===== config.mk =====
export PLATFORM = sky130hd
export DESIGN_NAME = contador_regressivo_flat
export DESIGN_NICKNAME = d
export VERILOG_FILES = /design/src/rtl/contador_regressivo_if.sv /design/src/rtl/contador_regressivo.sv /design/src/flat_wrapper.sv
export SDC_FILE = /design/constraint.sdc
export NUM_CORES = 1
export LEC_CHECK = 0
export ABC_AREA = 1
export BUFFER_PORTS_ARGS = -buffer_cell sky130_fd_sc_hd__buf_2
export CORE_ASPECT_RATIO = 1.2
export CORE_MARGIN = 2
export CORE_UTILIZATION = 40
export DETAILED_ROUTE_END_ITERATION = 8
export GPL_ROUTABILITY_DRIVEN = 0
export GPL_TIMING_DRIVEN = 0
export SLEW_MARGIN = 20
export SYNTH_ARGS = -nofsm -noshare
export SYNTH_HDL_FRONTEND = slang
export SYNTH_SLANG_ARGS = --single-unit

===== constraint.sdc =====
create_clock -name clock -period 2.1 [get_ports clock]
set_clock_uncertainty 0.05 [all_clocks]
set_input_delay 0.21 -clock clock [delete_from_list [all_inputs] [get_ports clock]]
set_output_delay 0.21 -clock clock [all_outputs]
set_load 0.03 [all_outputs]

===== src/rtl/contador_regressivo_if.sv =====
// rtl/contador_regressivo_if.sv - control/status bundle for the countdown timer
//
// Purpose: groups the command inputs and the registered status outputs of
// contador_regressivo so they can be passed as a single port.
// Signals:
//   iniciar, cancelar, pausa, en, auto : commands (master -> slave)
//   D [N-1:0]                          : start/reload value (master -> slave)
//   Q [N-1:0]                          : current count (slave -> master)
//   rco, fim, ativo                    : status flags (slave -> master)
interface contador_regressivo_if #(
  parameter int N = 16
);
  logic         iniciar;
  logic         cancelar;
  logic         pausa;
  logic         en;
  logic         auto;
  logic [N-1:0] D;
  logic [N-1:0] Q;
  logic         rco;
  logic         fim;
  logic         ativo;

  modport master (
    output iniciar, cancelar, pausa, en, auto, D,
    input  Q, rco, fim, ativo
  );

  modport slave (
    input  iniciar, cancelar, pausa, en, auto, D,
    output Q, rco, fim, ativo
  );
endinterface


===== src/rtl/contador_regressivo.sv =====
// rtl/contador_regressivo.sv - programmable down-counter with pause, cancel and auto-reload
//
// Purpose: loads D on iniciar, decrements once per en tick, and pulses rco for
// one cycle on the terminal tick (the tick taken while Q is already 0). With
// auto set the count reloads from D, otherwise the block parks in FIM.
// Ports:
//   clock : rising-edge clock
//   clr_n : asynchronous active-low reset
//   bus   : contador_regressivo_if.slave (commands in, Q/rco/fim/ativo out)
// All outputs are flop outputs.
module contador_regressivo #(
  parameter int N = 16
) (
  input  logic                  clock,
  input  logic                  clr_n,
  contador_regressivo_if.slave  bus
);

  typedef enum logic [1:0] {
    PARADO   = 2'd0,
    CONTANDO = 2'd1,
    PAUSADO  = 2'd2,
    FIM      = 2'd3
  } state_t;

  state_t       state;
  logic [N-1:0] q;
  logic         rco;
  logic         fim;
  logic         ativo;

  assign bus.Q     = q;
  assign bus.rco   = rco;
  assign bus.fim   = fim;
  assign bus.ativo = ativo;

  always_ff @(posedge clock or negedge clr_n) begin
    if (!clr_n) begin
      state <= PARADO;
      q     <= '0;
      rco   <= 1'b0;
      fim   <= 1'b0;
      ativo <= 1'b0;
    end else begin
      // rco is a single-cycle pulse: only the terminal-tick branch sets it.
      rco <= 1'b0;
      if (bus.cancelar) begin
        state <= PARADO;
        q     <= '0;
        fim   <= 1'b0;
        ativo <= 1'b0;
      end else if (bus.iniciar) begin
        state <= CONTANDO;
        q     <= bus.D;
        fim   <= 1'b0;
        ativo <= 1'b1;
      end else begin
        case (state)
          PARADO: begin
            // en and pausa have no effect while idle
          end
          CONTANDO: begin
            if (bus.pausa) begin
              // Entering pause consumes this edge; en is ignored here.
              state <= PAUSADO;
            end else if (bus.en) begin
              if (q != '0) begin
                q <= q - N'(1);
              end else begin
                // Terminal tick: Q=0 is handled here so the decrement never wraps.
                rco <= 1'b1;
                if (bus.auto) begin
                  q <= bus.D;
                end else begin
                  state <= FIM;
                  fim   <= 1'b1;
                  ativo <= 1'b0;
                end
              end
            end
          end
          PAUSADO: begin
            // Resume edge carries no decrement; the next tick counts.
            if (!bus.pausa) begin
              state <= CONTANDO;
            end
          end
          FIM: begin
            // Parked at zero until iniciar, cancelar or reset.
          end
          default: begin
            state <= PARADO;
          end
        endcase
      end
    end
  end

endmodule


===== src/flat_wrapper.sv =====
// flat-port wrapper written by rule: the top's interface ports become plain ports
module contador_regressivo_flat 
#(
  parameter int N = 16
)
  (clock, clr_n, bus_iniciar, bus_cancelar, bus_pausa, bus_en, bus_auto, bus_D, bus_Q, bus_rco, bus_fim, bus_ativo);
  contador_regressivo_if #(.N(N)) bus_i ();
  input  logic clock;
  input  logic clr_n;
  input wire logic [$bits(bus_i.iniciar)-1:0] bus_iniciar;
  input wire logic [$bits(bus_i.cancelar)-1:0] bus_cancelar;
  input wire logic [$bits(bus_i.pausa)-1:0] bus_pausa;
  input wire logic [$bits(bus_i.en)-1:0] bus_en;
  input wire logic [$bits(bus_i.auto)-1:0] bus_auto;
  input wire logic [$bits(bus_i.D)-1:0] bus_D;
  output wire logic [$bits(bus_i.Q)-1:0] bus_Q;
  output wire logic [$bits(bus_i.rco)-1:0] bus_rco;
  output wire logic [$bits(bus_i.fim)-1:0] bus_fim;
  output wire logic [$bits(bus_i.ativo)-1:0] bus_ativo;
  assign bus_i.iniciar = bus_iniciar;
  assign bus_i.cancelar = bus_cancelar;
  assign bus_i.pausa = bus_pausa;
  assign bus_i.en = bus_en;
  assign bus_i.auto = bus_auto;
  assign bus_i.D = bus_D;
  assign bus_Q = bus_i.Q;
  assign bus_rco = bus_i.rco;
  assign bus_fim = bus_i.fim;
  assign bus_ativo = bus_i.ativo;
  contador_regressivo #(.N(N)) u_core (.clock(clock), .clr_n(clr_n), .bus(bus_i));
endmodule

=== Yosys cells after proc, flatten, opt, wreduce, memory -nomap -nowiden ===
Index checks and enable logic that the tools add are counted.
Widths: inputs -> output; s select.

* Add/sub/neg operators: 1
* Eq/ne operators: 9
* Multiplexer cells: 35
* Reduce and logical (&&, ||, !) cells: 8

{| class="wikitable"
|+ Operators by type and width
! cell !! count
|-
| $mux 16 || 7
|-
| $mux 1 || 20
|-
| $reduce_bool 16->1 || 1
|-
| $sub 16x1->16 const B || 1
|-
| $ne 5x5->1 const B || 3
|-
| $mux 2 || 7
|-
| $reduce_and 5->1 || 2
|-
| $ne 3x3->1 const B || 3
|-
| $reduce_bool 4->1 || 2
|-
| $reduce_bool 3->1 || 2
|-
| $ne 4x4->1 const B || 1
|-
| $pmux 2 s2 || 1
|-
| $reduce_and 4->1 || 1
|-
| $eq 2x1->1 const B || 1
|-
| $eq 2x2->1 const B || 1
|}

* Flip-flop bits (word level): 21
* Input port bits: 23
* Output and inout bits: 19
* Logic and storage cells: 58

=== Longest topological paths before layout ===
* Depth after elaboration: 7
* Depth in mapped cells: 11
* Gate-level depth less buffers: 11

=== Worst setup path after synthesis ===
No wires, ideal clock.

* Path kind: flip-flop to flip-flop
* From: register u_core.q[0], in the netlist u_core.bus.Q[0]
* To: register u_core.q[14], in the netlist u_core.bus.Q[14]
* Setup time: 117 ps
* Arrival time: 1553 ps
* Data required time: 1933 ps
* Setup slack: 379 ps
* Stages on the path, launching flop included: 11
* Buffers on the path: 1
* Period minus slack after synthesis: 1721 ps
* Cell sequence: dfrtp_1 -> inv_1 -> ha_1 -> nand2_2 -> nor2_4 -> nand3_4 -> nand3_2 -> inv_2 -> buf_6 -> nand3_1 -> nand2_1

* Word-level cells in the longest chain between the ends: 7
* Elaborated cells on any way between the ends: 10
* Those cells by class: add/sub (1); mux (6); reduce/logical (3)

{| class="wikitable"
|+ Ends and longest elaborated chain
! what !! line !! source
|-
| from (decl) || contador_regressivo.sv:27 || <nowiki>logic [N-1:0] q;</nowiki>
|-
| from (signal assigned) || contador_regressivo.sv:54 || <nowiki>q <= bus.D;</nowiki>
|-
| from (signal assigned) || contador_regressivo.sv:68 || <nowiki>q <= q - N'(1);</nowiki>
|-
| from (signal assigned) || contador_regressivo.sv:73 || <nowiki>q <= bus.D;</nowiki>
|-
| $sub 16x1->16 / $reduce_bool 16->1 (equally long branches) || contador_regressivo.sv:68, contador_regressivo.sv:67 ||
|-
| $mux 16 || contador_regressivo.sv:67 || <nowiki>if (q != '0) begin</nowiki>
|-
| $mux 16 || contador_regressivo.sv:66 || <nowiki>end else if (bus.en) begin</nowiki>
|-
| $mux 16 || contador_regressivo.sv:63 || <nowiki>if (bus.pausa) begin</nowiki>
|-
| $mux 16 || contador_regressivo.sv:58 || <nowiki>case (state)</nowiki>
|-
| $mux 16 || contador_regressivo.sv:52 || <nowiki>end else if (bus.iniciar) begin</nowiki>
|-
| $mux 16 || contador_regressivo.sv:47 || <nowiki>if (bus.cancelar) begin</nowiki>
|}

Parallel ways exist; a longest one is shown, timed or not. The select of a mux whose other input is x is not followed.
A chain may end at the register's enable or synchronous reset.

=== Final worst setup path ===
Ends and elaborated chain as after synthesis.

==> metrics <==
worst-margin pin slew 0.497 ns; count leader, synth nand2_1; Pint 0.000825 W; final hold vios 0; Final Net Count approximately 330; flop2flop setup slack between 0.3 and 0.4 ns; CTS Buf Count 3; complex-gate fraction of the synthesized area between 7 and 8%; layout cells sized above 1 27.3%; CP required ~2.2 ns; initial core utilization 40.9%; wire per inst 11.1 um; dpl hpwl 3.07 mm; Leakage between 1 and 1.5 nW; CP endpoint kind flop; net switching power 0.000661 W; Distinct cells, synth 26; Vias 1638; Synth Cell Area 1720 um2; clk sink count 21; Synth top area share a little under a third; XOR/XNOR Fraction of Synth Area 2.04%; clock slew at reported path FFs 0.08 ns; setup bufs post-CTS 0; Slew headroom about 67%; die width between 60 and 70 um; htree depth 1; Mapped Cells about 260; Worst Setup EP u_core.bus.Q[14]; num ports 42; CP startpoint u_core.bus.Q[0]; antenna viol nets, final 0; Top FF cell, synth dfrtp_1; ys async rst share 100%; CTS tree yes; global-route wire length before repair 6.82 mm; Syn-to-layout area delta 19.2%; largest area contributor in the netlist dfrtp_1; vias in the first global route 1474; Logic pwr share 45.7%; Rows 26; final setup vio count 0; total power 0.00149 W; YS warnings 0; fin crit share 82.2%; Post-Synth Adder-Cell Area 2.91%; Final Critical Period 1.73 ns; Mapped Avg Cell Area 6.66 um2; diode count 0; outcome finished, final reports clean; register share of total power between 30% and 40%; Startpoint Class flop; Clock Tree Buf Depth 2; Worst Path Max Fanout 10; worst vdd ir ~290 uV; die area 4840 um2; syn nets roughly 290; reg2reg start u_core.bus.Q[0]; GRT Residual Overflow 0; WHS 0.179 ns; Max-Cap Viols 0; initial drt markers between 70 and 80; Routed WL 4.00 mm; vias per cell approximately 4.6; Core Area between 4000 and 5000 um2; mux share of post-synthesis cell area 0%; IO Port Bufs 41; fmax 579 MHz; initial antenna violation count 0; switch share ~44%; Sum Neg Setup Slack 0 ns; dominant cells by area after synthesis dfrtp_1 31%, nand2_1 24%, nor2_1 5.5%, inv_1 5.0%, nand3_1 4.4%; DRC Markers 0; top post-synthesis cells by count 111 x nand2_1, 25 x nor2_1, 23 x inv_1; endpoint of the worst-slack reg-to-reg timing path u_core.bus.Q[14]; Pwr per Cell Area 725 nW/um2; WP data arrival roughly 1.8 ns; synthesized flop and latch total 21; EDFF count, synth 0; GRT Total Usage 18.0%; crit path kind reg2reg; Clk pwr share about 18%; Hold Crit Class in2reg; RSZ-0062 raised after global routing no; Synth Area in Simple Gates 48.3%; Pre-antenna DRT Iters 4; clk_lat worst skew 0.26 ns; largest family of logic cells by synthesized area simple AND/OR/NAND/NOR gates; CTS Root Buffer Type clkbuf_8; max-slew violations 0; post-synthesis sequential area ratio 30.6%; Die H approximately 76 um; FF-to-FF path depth 10; pin count of the biggest net entering global routing 22
critical path, stage by stage (launching register included):
cell,delay [ns]
dfrtp_1,0.45
inv_1,0.12
ha_1,0.19
nand2_2,0.07
nor2_4,0.18
nand2_4,0.10
nand2_4,0.10
buf_6,0.18
nand2_1,0.07
nand3_1,0.08
nand2_1,0.04
layout make-up:
| class | count | area, um2 |
|---|---|---|
| plain buffers | 4 | 50.0 |
| clock buffers | 4 | 45.0 |
| fillers | 453 | 2150 |
| inverters | 27 | 101 |
| multi-input cells | 206 | 1040 |
| flip-flops and latches | 21 | 526 |
| well taps | 56 | 70.1 |
| repair buffers | 42 | 215 |
power groups by stage:
stage / Clock [W] / Sequential [W] / Combinational (W)
after floorplan: 0 / 0.000619 / 0.000431
after global placement: 0 / 0.000543 / 0.000678
after detailed placement: 0 / 0.000543 / 0.000683
after CTS: 0.000281 / 0.000536 / 0.000688
after global routing: 0.000292 / 0.000546 / 0.000771
final: 0.000272 / 0.000535 / 0.000678
worst min-delay path by stage:
stage	from	to	slack, ns	depth (start not counted)
3_5_place_dp	clr_n	u_core.state[0]	0.16	1
2_1_floorplan	clr_n	u_core.bus.Q[0]	-0.14	0
5_1_grt	bus_cancelar	u_core.bus.ativo	0.20	2
3_3_place_gp	clr_n	u_core.state[0]	0.15	1
4_1_cts	bus_D[8]	u_core.bus.Q[8]	0.18	5
6_report	bus_D[8]	u_core.bus.Q[8]	0.18	5
per-layer routing:
metal,routed length [um],up-vias,track usage [%]
met3,156,5,2.36
met1,1810,716,22.6
met5,0,-,0
met2,1980,30,32.2
met4,51,0,5.80
li1,-,887,-
cells by family after synthesis:
kind of cell               after synthesis
AOI/OAI and AO/OA                       18
xor gates and xnor gates                 4
adders and majority gates                4
buffers and inverters                   31
DFF                                     21
and+or+nand+nor                        180
flip-flops by register name, summed over array words and instances, names as in the netlist:
register          count
u_core.bus.Q         16
u_core.bus.ativo      1
u_core.bus.fim        1
u_core.bus.rco        1
u_core.state          2
placed cells by master (no fill, tap or decap), drive strengths merged:
master,count
nand4,3
nand3b,2
nor4,1
dlygate4sd3,1
buf,45
ha,4
xor2,3
o21ai,12
clkbuf,4
nand2,124
o21bai,2
a21oi,3
nand3,17
inv,27
dfrtp,21
nor2,33
a31oi,1
xnor2,1
what timing repair did:
action | 4_1_cts | 5_1_grt
gates resized for setup | 0 | 0
hold buffers | 1 | 0
endpoints found under the hold margin | 21 | 0
stage by stage:
| stage | instances | setup WS [ns] | cell area [um2] | utilization [%] |
|---|---|---|---|---|
| global placement | 355 | 0.389 | 1990 | 47.5 |
| CTS | 360 | 0.350 | 2050 | 48.8 |
| detailed placement | 355 | 0.366 | 1990 | 47.5 |
| global route | 360 | 0.208 | 2050 | 48.8 |
| finish | 360 | 0.373 | 2050 | 48.8 |
| floorplan | 258 | 0.379 | 1720 | - |
Note: power is estimated with default switching activity, not from simulation.
